`config.mk`:
```
export PLATFORM = sky130hd
export DESIGN_NAME = parity_seq_ctrl
export DESIGN_NICKNAME = d
export VERILOG_FILES = /design/src/rtl/parity_seq_ctrl.sv
export SDC_FILE = /design/constraint.sdc
export NUM_CORES = 1
export LEC_CHECK = 0
export CAP_MARGIN = 15
export CELL_PAD_IN_SITES_DETAIL_PLACEMENT = 0
export CELL_PAD_IN_SITES_GLOBAL_PLACEMENT = 1
export CORE_MARGIN = 8
export CORE_UTILIZATION = 40
export DETAILED_ROUTE_END_ITERATION = 6
export GPL_ROUTABILITY_DRIVEN = 0
export HOLD_SLACK_MARGIN = 0.12
export PLACE_DENSITY = 0.85
export SLEW_MARGIN = 20
export SYNTH_ARGS = -nofsm -noshare
export SYNTH_HDL_FRONTEND = slang
export SYNTH_SLANG_ARGS = --single-unit
```
`constraint.sdc`:
```
create_clock -name clk -period 5.4 [get_ports clk]
set_input_delay 1.08 -clock clk [delete_from_list [all_inputs] [get_ports clk]]
set_output_delay 1.08 -clock clk [all_outputs]
set_load 0.05 [all_outputs]
```
`src/rtl/parity_seq_ctrl.sv`:
```
// Nibble-serial parity controller: captures a word, runs it through one 4-bit
// parity unit one nibble per cycle, then presents word, parity and check errors.
module parity_seq_ctrl #(
  parameter int NIBBLES = 4,
  parameter bit ODD     = 1'b1
) (
  input  logic                   clk,
  input  logic                   rst_n,
  input  logic                   in_valid,
  output logic                   in_ready,
  input  logic [4*NIBBLES-1:0]   in_data,
  input  logic                   in_mode,
  input  logic [NIBBLES-1:0]     in_parity,
  output logic                   out_valid,
  input  logic                   out_ready,
  output logic [4*NIBBLES-1:0]   out_data,
  output logic [NIBBLES-1:0]     out_parity,
  output logic [NIBBLES-1:0]     out_err,
  output logic                   busy
);

  localparam int DW = 4 * NIBBLES;
  localparam int IW = (NIBBLES > 1) ? $clog2(NIBBLES) : 1;
  localparam logic [IW-1:0] LAST_IDX = IW'(NIBBLES - 1);

  typedef enum logic [1:0] {IDLE, CALC, DONE} state_t;

  state_t              state_q, state_d;
  logic [IW-1:0]       idx_q, idx_d;
  logic [DW-1:0]       data_q, data_d;
  logic                mode_q, mode_d;
  logic [NIBBLES-1:0]  exp_q, exp_d;
  logic [NIBBLES-1:0]  acc_q, acc_d;
  logic [DW-1:0]       out_data_q, out_data_d;
  logic [NIBBLES-1:0]  out_parity_q, out_parity_d;
  logic [NIBBLES-1:0]  out_err_q, out_err_d;

  logic [3:0]          nib;
  logic                par_bit;

  // The single shared parity unit, steered by the nibble index.
  always_comb begin
    nib     = data_q[{idx_q, 2'b00} +: 4];
    par_bit = ODD ? ~(^nib) : (^nib);
  end

  always_ff @(posedge clk or negedge rst_n) begin
    if (!rst_n) begin
      state_q <= IDLE;
    end else begin
      state_q <= state_d;
    end
  end

  always_comb begin
    state_d = state_q;
    case (state_q)
      IDLE:    if (in_valid)             state_d = CALC;
      CALC:    if (idx_q == LAST_IDX)    state_d = DONE;
      DONE:    if (out_ready)            state_d = IDLE;
      default:                           state_d = IDLE;
    endcase
  end

  always_comb begin
    in_ready  = (state_q == IDLE);
    out_valid = (state_q == DONE);
    busy      = (state_q != IDLE);
  end

  always_comb begin
    idx_d        = idx_q;
    data_d       = data_q;
    mode_d       = mode_q;
    exp_d        = exp_q;
    acc_d        = acc_q;
    out_data_d   = out_data_q;
    out_parity_d = out_parity_q;
    out_err_d    = out_err_q;
    case (state_q)
      IDLE: begin
        if (in_valid) begin
          data_d = in_data;
          mode_d = in_mode;
          exp_d  = in_parity;
          acc_d  = '0;
          idx_d  = '0;
        end
      end
      CALC: begin
        acc_d[idx_q] = par_bit;
        if (idx_q == LAST_IDX) begin
          // Result registers load only here, so they hold through IDLE and the next CALC.
          out_data_d   = data_q;
          out_parity_d = acc_d;
          out_err_d    = mode_q ? (acc_d ^ exp_q) : '0;
        end else begin
          idx_d = idx_q + IW'(1);
        end
      end
      default: ;
    endcase
  end

  always_ff @(posedge clk or negedge rst_n) begin
    if (!rst_n) begin
      idx_q        <= '0;
      data_q       <= '0;
      mode_q       <= 1'b0;
      exp_q        <= '0;
      acc_q        <= '0;
      out_data_q   <= '0;
      out_parity_q <= '0;
      out_err_q    <= '0;
    end else begin
      idx_q        <= idx_d;
      data_q       <= data_d;
      mode_q       <= mode_d;
      exp_q        <= exp_d;
      acc_q        <= acc_d;
      out_data_q   <= out_data_d;
      out_parity_q <= out_parity_d;
      out_err_q    <= out_err_d;
    end
  end

  assign out_data   = out_data_q;
  assign out_parity = out_parity_q;
  assign out_err    = out_err_q;

endmodule

```
==> impl_metrics.tcl <==
set metrics [dict create \
    synth_most_common_cell "nand2_1" \
    endpoint_kind "output port" \
    initial_core_util 0.408 \
    ctsHoldBuffers 0 \
    leakage_uw 0.00139 \
    netlist_area_sq_um 2390 \
    path_max_fanout 14 \
    yosys.area_share.simple 0.165 \
    areaGrowthSynthToFinish_pct 27.3 \
    ant_nets 0 \
    avgSynthCellArea_sq_um 11.1 \
    numPortBuffers 51 \
    power.density_nw_per_um2 703 \
    num_io_pins 52 \
    clk_latency_ps 310 \
    max_slew_margin 0.374 \
    die_w_um 93.2 \
    dp_hpwl_um 3560 \
    cp_cell_sequence "nor2_1, clkdlybuf4s50_1" \
    setup_viol 0 \
    dp_slack_ps 2470 \
    ys.flop_type "dfrtp_1" \
    criticalPathCategory "flop to output port" \
    syn-instance-count 215 \
    num_vias 1678 \
    cts_buffer_depth 2 \
    cts_tree "yes" \
    async_reset_ff_frac 1.00 \
    arrival_ps 1930 \
    grt_start_max_net_pins 53 \
    cp-start-kind "flop" \
    grt_pass1_vias 1782 \
    synthMuxAreaShare 0.127 \
    hold_class "flop to flop" \
    cts.sinks 52 \
    synth_common_cells "nand2_1, dfrtp_1, mux2_2" \
    status "complete, no violations" \
    track_usage 0.122 \
    max_stage_delay_ps 840 \
    drive_above_1_share 0.154 \
    tightest_slew_ps 939 \
    wl_per_cell_um 14.6 \
    worst_slack_ps 2390 \
    max_freq_mhz 332 \
    viasPerCell 4.92 \
    overflow 0 \
    synth.yosys.seq_area_share 0.545 \
    yosys_register_bits 52 \
    finalHoldViolations 0 \
    tns_ps 0 \
    antenna_found_initial 0 \
    first_pass_iters 4 \
    cap_violations 0 \
    cts_resized 0 \
    required_ps 4320 \
    synth_compound_area_frac 0.0739 \
    grt_setup_unrepaired "no" \
    crit_slowest_cell "clkdlybuf4s50_1" \
    syn-num-nets 244 \
    htree_levels 2 \
    report.final.slew_viol_count 0 \
    path_clk_slew_ps 90 \
    routed_wl_um 4980 \
    drc 0 \
    coreArea_sq_um 5850 \
    postCtsSetupRepairBufs 0 \
    yosysTopAreaCell "dfrtp_1" \
    synth.top_cells.by_area "dfrtp_1, mux2_2, nand2_1, xor2_1, ha_1" \
    synth-edff-count 0 \
    n_antenna_cell 0 \
    ys_types 34 \
    die-area_sq_um 8690 \
    synthAdderAreaFrac 0.0210 \
    clock_skew_ps 10.9 \
    synthXorXnorAreaFrac 0.0399 \
    die_y_um 93.2 \
    numCtsBuffers 5 \
    grt_pass1_wl_um 8410 \
    yosysTopAreaCellShare 0.545 \
    yosysWarnings 0 \
    worst_ir_drop_vdd_mv 0.340 \
    final.min_clock_period_ps 3010 \
    total_power_uw 2130 \
    dr.first_iter.drc_count 62 \
    whs_ps 478 \
    root_buffer "clkbuf_8" \
    synth_top_family_by_area "simple AND/OR/NAND/NOR gates" \
    rows 28 \
    fin_nets 295 \
    post-route-period-util 0.558 \
]
metal layers:
metal	track usage	part of all wire
met5	0	0
met4	0.0403	0.011
met3	0.0465	0.064
met2	0.196	0.47
met1	0.148	0.46
power by group:
group | internal (uW) | leakage (uW) | switching, uW | total (uW)
clock | 90.6 | 0.0000406 | 131 | 221
combinational | 503 | 0.000708 | 695 | 1200
sequential | 571 | 0.000643 | 145 | 716
total | 1160 | 0.00139 | 971 | 2130
cells by family after synthesis:
kind of cell             after synthesis
AO/OA/AOI/OAI                         24
XOR/XNOR                              10
adder cells (fa/ha/maj)                4
buffers and inverters                 14
flip-flops                            52
multiplexers                          25
AND/OR/NAND/NOR                       86
worst max-delay path: cells and delay by family, from the launching register on:
family | cells | cell delay [ps]
buffers and inverters | 1 | 840
AND/OR/NAND/NOR | 1 | 240
flip-flops | 1 | 550
path summary, 6_finish.rpt:
check	startpoint	endpoint	slack [ps]	cells after the start
max in group asynchronous	rst_n	out_err[0]	4070	2
setup reg to reg	state_q[0]	out_err[1]	3110	5
min in group asynchronous	rst_n	out_parity[2]	890	2
hold / removal	out_data[0]	out_data[0]	480	2
hold reg to reg	out_data[0]	out_data[0]	480	2
setup / recovery	state_q[0]	in_ready	2390	2
through the flow:
step	area, sq um	utilization	std cells
2_1_floorplan	2390	-	215
3_3_place_gp	2950	0.504	334
3_5_place_dp	2950	0.504	334
4_1_cts	3040	0.519	341
5_1_grt	3040	0.519	341
6_report	3040	0.519	341
sequential cells by signal, indices dropped and copies added (netlist names):
signal      flops
data_q         16
out_data       16
exp_q           4
out_err         4
out_parity      4
acc_q           3
idx_q           2
state_q         2
mode_q          1
cell type report:
type	instances	area (sq um)
clock buffer	5	68.8
inverter	5	18.8
sequential	52	1300
timing repair buffer	53	520
clock inverter	2	16.3
multi-input combinational	149	1020
tap	75	93.8
fill	526	2810
cell usage in the layout (no fill, tap or decap):
| cell | n |
|---|---|
| ha_1 | 4 |
| nor3_1 | 6 |
| nor4b_1 | 3 |
| o21ai_1 | 1 |
| clkinvlp_4 | 1 |
| a211o_2 | 1 |
| xnor2_1 | 1 |
| mux2_2 | 22 |
| nand3b_1 | 1 |
| a22o_1 | 5 |
| nor2_1 | 3 |
| and2b_2 | 1 |
| nand2_2 | 1 |
| a31o_2 | 3 |
| inv_1 | 5 |
| o21ai_0 | 5 |
| nand2b_1 | 4 |
| mux4_2 | 2 |
| clkdlybuf4s50_1 | 50 |
| xnor2_2 | 1 |
| nor2b_1 | 3 |
| nand2_1 | 59 |
| buf_4 | 2 |
| a211o_1 | 5 |
| mux2i_1 | 1 |
| buf_2 | 1 |
| inv_6 | 1 |
| and3b_1 | 1 |
| o21bai_1 | 1 |
| a21oi_1 | 3 |
| xor2_1 | 8 |
| and2_1 | 1 |
| clkbuf_8 | 5 |
| dfrtp_1 | 52 |
| nor3b_1 | 3 |
Power figures use the tool's default switching activity.
==> RTL change (config.mk and constraints unchanged) <==
Register the input `in_mode` before use, without a reset. The logic sees it one clock later. The other inputs are not delayed to match.
--- a/src/rtl/parity_seq_ctrl.sv
+++ b/src/rtl/parity_seq_ctrl.sv
@@ -24,6 +24,12 @@
   localparam logic [IW-1:0] LAST_IDX = IW'(NIBBLES - 1);
 
   typedef enum logic [1:0] {IDLE, CALC, DONE} state_t;
+
+  logic in_mode_q;
+
+  always_ff @(posedge clk) begin
+    in_mode_q <= in_mode;
+  end
 
   state_t              state_q, state_d;
   logic [IW-1:0]       idx_q, idx_d;
@@ -81,7 +87,7 @@
       IDLE: begin
         if (in_valid) begin
           data_d = in_data;
-          mode_d = in_mode;
+          mode_d = in_mode_q;
           exp_d  = in_parity;
           acc_d  = '0;
           idx_d  = '0;
Function: changed (a bounded check fails within 10 cycles, from zero or initial values and one cycle with rst_n low).
==> RTL change against the unedited design <==
Total power is 2.0% higher; setup slack worse by 0.046 ns; final area is 1.0% higher; sequential cell count is 1 higher; sequential power is 2% higher; utilization is 0.53 points higher; maximum frequency is 1.5% lower; via count is 0.36% higher; area after synthesis is 0.84% higher; count of clock-buffer cells in the layout is 1 higher; routed wire length is 5.5% higher; global-route usage is 0.84 points higher; critical endpoint is now out_valid; largest power group unchanged; highest routed layer unchanged.
==> RTL change: results (changes against the unedited design) <==
Power and ir drop:
- The highest ir drop seen on vdd is 352.7 µV (+3.9%).
- The static leakage power is 0.001411 µW (+1.4%).

Synthesis:
- The mean instance size in the synthesized netlist came to 11.14 µm² (+0.37%).
- The compound-gate portion of the synthesized area came to 0.07332 (-0.0006152).
- The mux cell area share after synthesis is 0.1258 (-0.001056).
- The share of synthesized flip-flops with an asynchronous set or reset is 0.9811 (-0.01887).
- The post-synthesis xor/xnor area fraction is 0.03952 (-0.0003316).
- The area share of fa/ha/maj cells after synthesis is 0.02080 (-0.0001745).

Timing:
- The worst clock skew was 0.01076 ns (-0.0001267 ns).

Layout:
- The sequential portion of the cell area came to 0.4307 (+0.002157).
- The proportion of cell area spent on the clock network was 0.03140 (+0.003385).
- The proportion of layout cells with a drive suffix above 1 is 0.1567 (+0.002581).
- The net total in the final layout is 296 (+0.34%).
- The proportion of cell area occupied by multi-input gates was 0.3316 (-0.003415).

Setup path:
- The stage delay of the slowest cell on the critical path is 0.82 ns (-0.02 ns).
- The critical path arrival is 1.98 ns (+0.05 ns).

Global routing:
- The met1 capacity usage during global routing came to 0.1779 (+0.03036).
- The global-route met2 utilization was 0.1980 (+0.001763).
- The overall global routing resource usage is 0.1309 (+0.008422).
- The via count of the first global-routing pass was 1860 (+4.4%).
- The global-route track usage on met3 is 0.04487 (-0.001603).

Run status:
- The run finished with clean final reports.

Routing:
- The met2 routed wirelength is 2400 µm (+3.2%).
- The detailed-route wire length on metal 1 was 2501 µm (+9.8%).
- The violation count after the first detailed-route iteration was 94 (+52%).
-- RTL change: changes by cell type after synthesis, sizes merged --
cell,before,now
dfxtp,0,1
-- RTL change: final timing paths --
check | end | slack [ns] | cells past startpoint
worst min-delay path | out_data[8] | 0.48 | 2
max in group asynchronous | out_data[1] | 4.08 | 2
worst max-delay path | out_valid | 2.34 | 3
worst min register to register | out_data[8] | 0.48 | 2
min in group asynchronous | out_parity[2] | 0.87 | 2
worst max register to register | out_err[0] | 3.13 | 5
-- RTL change: per-stage QoR --
stage          hold slack [ns]  setup WS (ns)
2_1_floorplan           0.4389          2.721
3_3_place_gp            0.4596          2.514
3_5_place_dp            0.4614          2.461
4_1_cts                 0.4854          2.330
5_1_grt                 0.5024          2.263
6_report                0.4826          2.343
-- RTL change: power breakdown --
part           switching (µW)  internal [µW]
logic                     705            502
registers                 151            579
clock network             135            104
